<file path="src/rtl/wb_stage.sv">
// wb_stage: MEM/WB pipeline register and write-back unit of the 5-stage MIPS
// pipeline. Captures the memory-stage result, aligns load data, drives the
// register file write port and counts retired instructions.
// Optional feature macro: WB_SUBWORD_LOAD_EN enables byte/halfword load
// alignment and extension; without it load data retires as the raw word.
module wb_stage #(
   parameter int DATA_W = 32,
   parameter int CNT_W  = 32
) (
   input  logic              clk,
   input  logic              rst,
   input  logic              mem_valid,
   input  logic              mem_reg_write,
   input  logic              mem_to_reg,
   input  logic [4:0]        mem_rd,
   input  logic [DATA_W-1:0] mem_alu_result,
   input  logic [DATA_W-1:0] mem_load_data,
   input  logic [1:0]        mem_load_size,
   input  logic              mem_load_unsigned,
   input  logic              stall,
   input  logic              flush,
   output logic              isWB,
   output logic [4:0]        write_reg,
   output logic [DATA_W-1:0] write_data,
   output logic              retire_pulse,
   output logic [CNT_W-1:0]  retire_count
);

   logic              wb_valid_r;
   logic              wb_reg_write_r;
   logic              wb_to_reg_r;
   logic [4:0]        wb_rd_r;
   logic [DATA_W-1:0] wb_alu_r;
   logic [DATA_W-1:0] wb_load_r;
   logic              wb_fresh_r;
   logic [CNT_W-1:0]  retire_count_r;
   logic [DATA_W-1:0] write_data_s;

`ifdef WB_SUBWORD_LOAD_EN
   logic [1:0]        wb_size_r;
   logic              wb_uns_r;

   // Select the addressed byte/halfword lane and sign- or zero-extend it.
   // Halfword lane uses address bit 1 only; misalignment is trapped upstream.
   function automatic logic [DATA_W-1:0] align_load(
      input logic [DATA_W-1:0] raw,
      input logic [1:0]        addr_lo,
      input logic [1:0]        size,
      input logic              uns
   );
      logic [7:0]        lane_b;
      logic [15:0]       lane_h;
      logic [DATA_W-1:0] res;
      lane_b = 8'h00;
      lane_h = 16'h0000;
      res    = raw;
      case (addr_lo)
         2'b00:   lane_b = raw[7:0];
         2'b01:   lane_b = raw[15:8];
         2'b10:   lane_b = raw[23:16];
         2'b11:   lane_b = raw[31:24];
         default: lane_b = raw[7:0];
      endcase
      if (addr_lo[1]) begin
         lane_h = raw[31:16];
      end else begin
         lane_h = raw[15:0];
      end
      case (size)
         2'b01:   res = {{(DATA_W-16){lane_h[15] & ~uns}}, lane_h};
         2'b10:   res = {{(DATA_W-8){lane_b[7] & ~uns}}, lane_b};
         default: res = raw;
      endcase
      return res;
   endfunction

   // Sub-word load controls follow the same capture/hold rules as the rest of the WB register.
   always_ff @(posedge clk) begin
      if (rst) begin
         wb_size_r <= 2'b00;
         wb_uns_r  <= 1'b0;
      end else if (flush || stall) begin
         wb_size_r <= wb_size_r;
         wb_uns_r  <= wb_uns_r;
      end else begin
         wb_size_r <= mem_load_size;
         wb_uns_r  <= mem_load_unsigned;
      end
   end
`else
   // Size/sign controls have no effect when sub-word alignment is not built.
   logic unused_load_ctrl_s;
   assign unused_load_ctrl_s = ^{mem_load_size, mem_load_unsigned};
`endif

   // WB pipeline register: reset clears, flush kills, stall holds, else capture.
   always_ff @(posedge clk) begin
      if (rst) begin
         wb_valid_r     <= 1'b0;
         wb_reg_write_r <= 1'b0;
         wb_to_reg_r    <= 1'b0;
         wb_rd_r        <= 5'd0;
         wb_alu_r       <= {DATA_W{1'b0}};
         wb_load_r      <= {DATA_W{1'b0}};
         wb_fresh_r     <= 1'b0;
      end else if (flush) begin
         wb_valid_r <= 1'b0;
         wb_fresh_r <= 1'b0;
      end else if (stall) begin
         wb_fresh_r <= 1'b0;
      end else begin
         wb_valid_r     <= mem_valid;
         wb_reg_write_r <= mem_reg_write;
         wb_to_reg_r    <= mem_to_reg;
         wb_rd_r        <= mem_rd;
         wb_alu_r       <= mem_alu_result;
         wb_load_r      <= mem_load_data;
         wb_fresh_r     <= mem_valid;
      end
   end

   // Retired-instruction counter; wraps freely, reset discards any pending retire.
   always_ff @(posedge clk) begin
      if (rst) begin
         retire_count_r <= {CNT_W{1'b0}};
      end else if (retire_pulse) begin
         retire_count_r <= retire_count_r + {{(CNT_W-1){1'b0}}, 1'b1};
      end else begin
         retire_count_r <= retire_count_r;
      end
   end

   // Choose the value to retire: ALU result or (aligned) load data.
   always_comb begin
      write_data_s = wb_alu_r;
      if (wb_to_reg_r) begin
`ifdef WB_SUBWORD_LOAD_EN
         write_data_s = align_load(wb_load_r, wb_alu_r[1:0], wb_size_r, wb_uns_r);
`else
         write_data_s = wb_load_r;
`endif
      end else begin
         write_data_s = wb_alu_r;
      end
   end

   // Outputs depend only on the WB register; $0 is never written.
   assign isWB         = wb_valid_r & wb_reg_write_r & (wb_rd_r != 5'd0);
   assign write_reg    = wb_rd_r;
   assign write_data   = write_data_s;
   assign retire_pulse = wb_valid_r & wb_fresh_r;
   assign retire_count = retire_count_r;

endmodule

</file>
<file path="config.mk">
export PLATFORM = sky130hd
export DESIGN_NAME = wb_stage
export DESIGN_NICKNAME = d
export VERILOG_FILES = /design/src/rtl/wb_stage.sv
export SDC_FILE = /design/constraint.sdc
export NUM_CORES = 1
export LEC_CHECK = 0
export CORE_ASPECT_RATIO = 1.5
export CORE_MARGIN = 2
export CORE_UTILIZATION = 25
export CTS_CLUSTER_DIAMETER = 30
export CTS_CLUSTER_SIZE = 10
export DETAILED_ROUTE_END_ITERATION = 10
export PLACE_DENSITY = 0.63
export SLEW_MARGIN = 10
export SYNTH_ARGS = -nofsm -noshare
export SYNTH_HDL_FRONTEND = slang
export SYNTH_SLANG_ARGS = --single-unit
</file>
<file path="constraint.sdc">
create_clock -name clk -period 1.85 [get_ports clk]
set_input_delay 0.37 -clock clk [delete_from_list [all_inputs] [get_ports clk]]
set_output_delay 0.37 -clock clk [all_outputs]
set_load 0.02 [all_outputs]
</file>
==> out/results.txt, run 1 <==
status - complete, no violations
RR Startpoint - retire_count[4]
Mapped Nets - 619
Final min period - 1.83 ns
Largest delay share family, worst path - simple AND/OR/NAND/NOR gates
Logic pwr share - 0.117
DP Cell Count - 895
Core Rows - 59
top cell type by total area after synthesis - dfxtp_1
GRT Total Usage - 0.135
largest net degree at the start of global routing - 46
synthesized cell area - 4440 sq um
worst path arrival time - 1.46 ns
Int Power - 3.69 mW
total routed wirelength - 13400 microns
Final nets - 777
WP buf/inv - 1
GP Congestion - 0.732
crit start category - register
final HPWL from detailed placement - 9030 microns
RSZ-0062 raised after global routing - yes
initial antenna violation count - 2
Hold Violations, Final - 0
Vias - 4341
TritonCTS buffer count - 9
CP max stage cell - or3_4
HP Class - in -> reg
final cell count without fillers - 913
routed len/inst - 14.6 microns
number of global-route vias before repair - 4154
Cells after Synth - 539
peak supply drop - 0.359 mV
max-cap violations - 0
I/O pin count - 150
Synth area leaders - dfxtp_1 47%, nand2_1 13%, a21oi_1 10%
Clk pwr share - 0.391
Power Density - 723 nW/um^2
Setup crit end kind - output pin
hold path startpoint - rst
actual slew at the worst max-slew pin - 0.393 ns
CP cell instances - or3_4 > o311a_4 > buf_6
Layout Skew - 0.00703 ns
cts hold-fix bufs - 0
CP peak stage delay - 0.38 ns
1st-iter DRT viols - 302
synthesized flop and latch total - 105
YS warnings - 0
vias per inst - 4.75
I/O Buffers - 146
CP required - 1.48 ns
post-route ant nets - 0
max-slew violation total from the final report - 0
Psw - 1.11 mW
final worst slack - 0.0162 ns
DR pass1 iterations - 4
Die Wd - 113 microns
htree depth - 3
register share of total power - 0.491
Final Setup Violations - 0
Starting Density - 0.256
Synth Area per Inst - 8.24 sq um
Netlist cell types - 33
n_diodes - 0
fill count - 1774
clock latency at the later pin of the worst-skew pair - 0.34 ns
slew margin rel. - 0.736
clk buf depth - 2
clock net sink count - 105
CTS Root Cell - clkbuf_16
CTS clk-pin slew, worst paths - 0.07 ns
DRC - 0
die footprint - 18900 sq um
Synth-to-Final Area Change - 49.6%
global route overflow - 0
sequential share of the synthesized area - 0.474
most frequent cells in the layout - 154 x nand2_1, 111 x clkdlybuf4s50_1, 91 x dfxtp_1
Final period util - 0.991
Chip Height - 167 microns
Max FO, Critical Path - 2
Leak - 2.45 nW
Core ar. - 17300 sq um
Yosys top cell area share - 0.474
first-pass GRT wire length - 20800 microns
FF-to-FF setup slack - 0.06 ns
layout cells sized above 1 - 0.216
commonest non-fill, non-tap cell in the layout - nand2_1
pre-CTS WS - -0.0720 ns
TritonCTS clock tree - built
Final Core Density - 0.383
Switching Fraction - 0.231
Setup CP Type - reg -> out
Worst Setup SP - write_reg[1]
FMAX - 0.545 GHz
==> cell usage after synthesis, drive strengths merged <==
| cell type | instances |
|---|---|
| xor2 | 7 |
| o21ai | 2 |
| nor3b | 1 |
| mux2 | 33 |
| nand3 | 11 |
| nor3 | 3 |
| dfxtp | 105 |
| inv | 5 |
| a21oi | 91 |
| clkbuf | 39 |
| nand2 | 155 |
| buf | 3 |
| mux2i | 1 |
| nand4 | 11 |
| a31o | 1 |
| or2 | 1 |
| xnor2 | 4 |
| o311a | 1 |
| or4 | 17 |
| nor2 | 13 |
| nor2b | 1 |
| ha | 1 |
| or3 | 3 |
| o31ai | 16 |
| and4 | 6 |
| nor4 | 3 |
| and3 | 1 |
| and2 | 4 |
==> kinds of logic (layout without fill, tap and decap cells) <==
group / count (synthesis) / after routing / share of synthesized area
AND/OR/NAND/NOR: 230 / 232 / 0.236
multiplexers: 34 / 34 / 0.0860
AO/OA/AOI/OAI: 111 / 111 / 0.136
flip-flops: 105 / 105 / 0.474
buffers and inverters: 47 / 206 / 0.0431
adder cells (fa/ha/maj): 1 / 1 / 0.00282
XOR/XNOR: 11 / 11 / 0.0217
==> metrics by stage <==
step,power (mW),hold WS [ns],TNS (ns),area [sq um]
after global placement,3.00,0.439,-0.0687,6420
after CTS,4.87,0.418,-0.0654,6560
after global routing,5.02,0.437,-0.0583,6640
after detailed placement,3.01,0.446,-0.0720,6420
after floorplan,2.66,0.433,-0.0283,4470
final,4.80,0.432,0,6640
==> per-layer routing <==
layer  global-route usage  share of wire  vias up
met5                    0        0.00097        -
met4               0.0467          0.016        2
met3               0.0362          0.059       15
met2                0.235           0.52      116
met1                0.159           0.41     2034
li1                     -              -     2174
==> layout make-up <==
cell class / count / area (sq um) / area share
clock buffers: 11 / 243 / 0.0365
clock inverters: 3 / 42.5 / 0.00641
inverters: 5 / 18.8 / 0.00283
multi-input cells: 389 / 2210 / 0.333
flip-flops and latches: 105 / 2140 / 0.322
well taps: 213 / 267 / 0.0401
repair buffers: 187 / 1720 / 0.260
==> path summary, 6_finish.rpt <==
path / cells after the start / to
worst min-delay path: 2 / retire_count[23]
worst max register to register: 5 / retire_count[23]
worst min register to register: 2 / wb_alu_r[24]
worst max-delay path: 3 / isWB
==> power by group through the flow <==
stage,clock network (mW),logic [mW],registers (mW)
after floorplan,0,0.253,2.41
after global placement,0,0.595,2.41
after detailed placement,0,0.599,2.41
after CTS,1.95,0.566,2.36
after global routing,2.04,0.613,2.37
final,1.88,0.564,2.36
==> repair_timing <==
action / in CTS / in global routing
setup endpoints to repair: 34 / 14
gates cloned: 0 / 3
pin swaps: 0 / 6
resized for setup: 133 / 14
buffers inserted: 0 / 1
No activity file was read; power rests on OpenSTA's default activity.
==> inputs of run 2 (changes only) <==
--- a/config.mk
+++ b/config.mk
@@ -11,6 +11,7 @@
 export CTS_CLUSTER_DIAMETER = 30
 export CTS_CLUSTER_SIZE = 10
 export DETAILED_ROUTE_END_ITERATION = 10
+export GPL_ROUTABILITY_DRIVEN = 0
 export PLACE_DENSITY = 0.63
 export SLEW_MARGIN = 10
 export SYNTH_ARGS = -nofsm -noshare
==> results of run 2 <==
Same layout as run 1: the final DEF is identical, and so are final timing and power.
==> inputs of run 3 (changes only) <==
--- a/config.mk
+++ b/config.mk
@@ -5,6 +5,7 @@
 export SDC_FILE = /design/constraint.sdc
 export NUM_CORES = 1
 export LEC_CHECK = 0
+export CAP_MARGIN = 10
 export CORE_ASPECT_RATIO = 1.5
 export CORE_MARGIN = 2
 export CORE_UTILIZATION = 25
==> results of run 3 <==
Same layout as run 1: the final DEF is identical, and so are final timing and power.
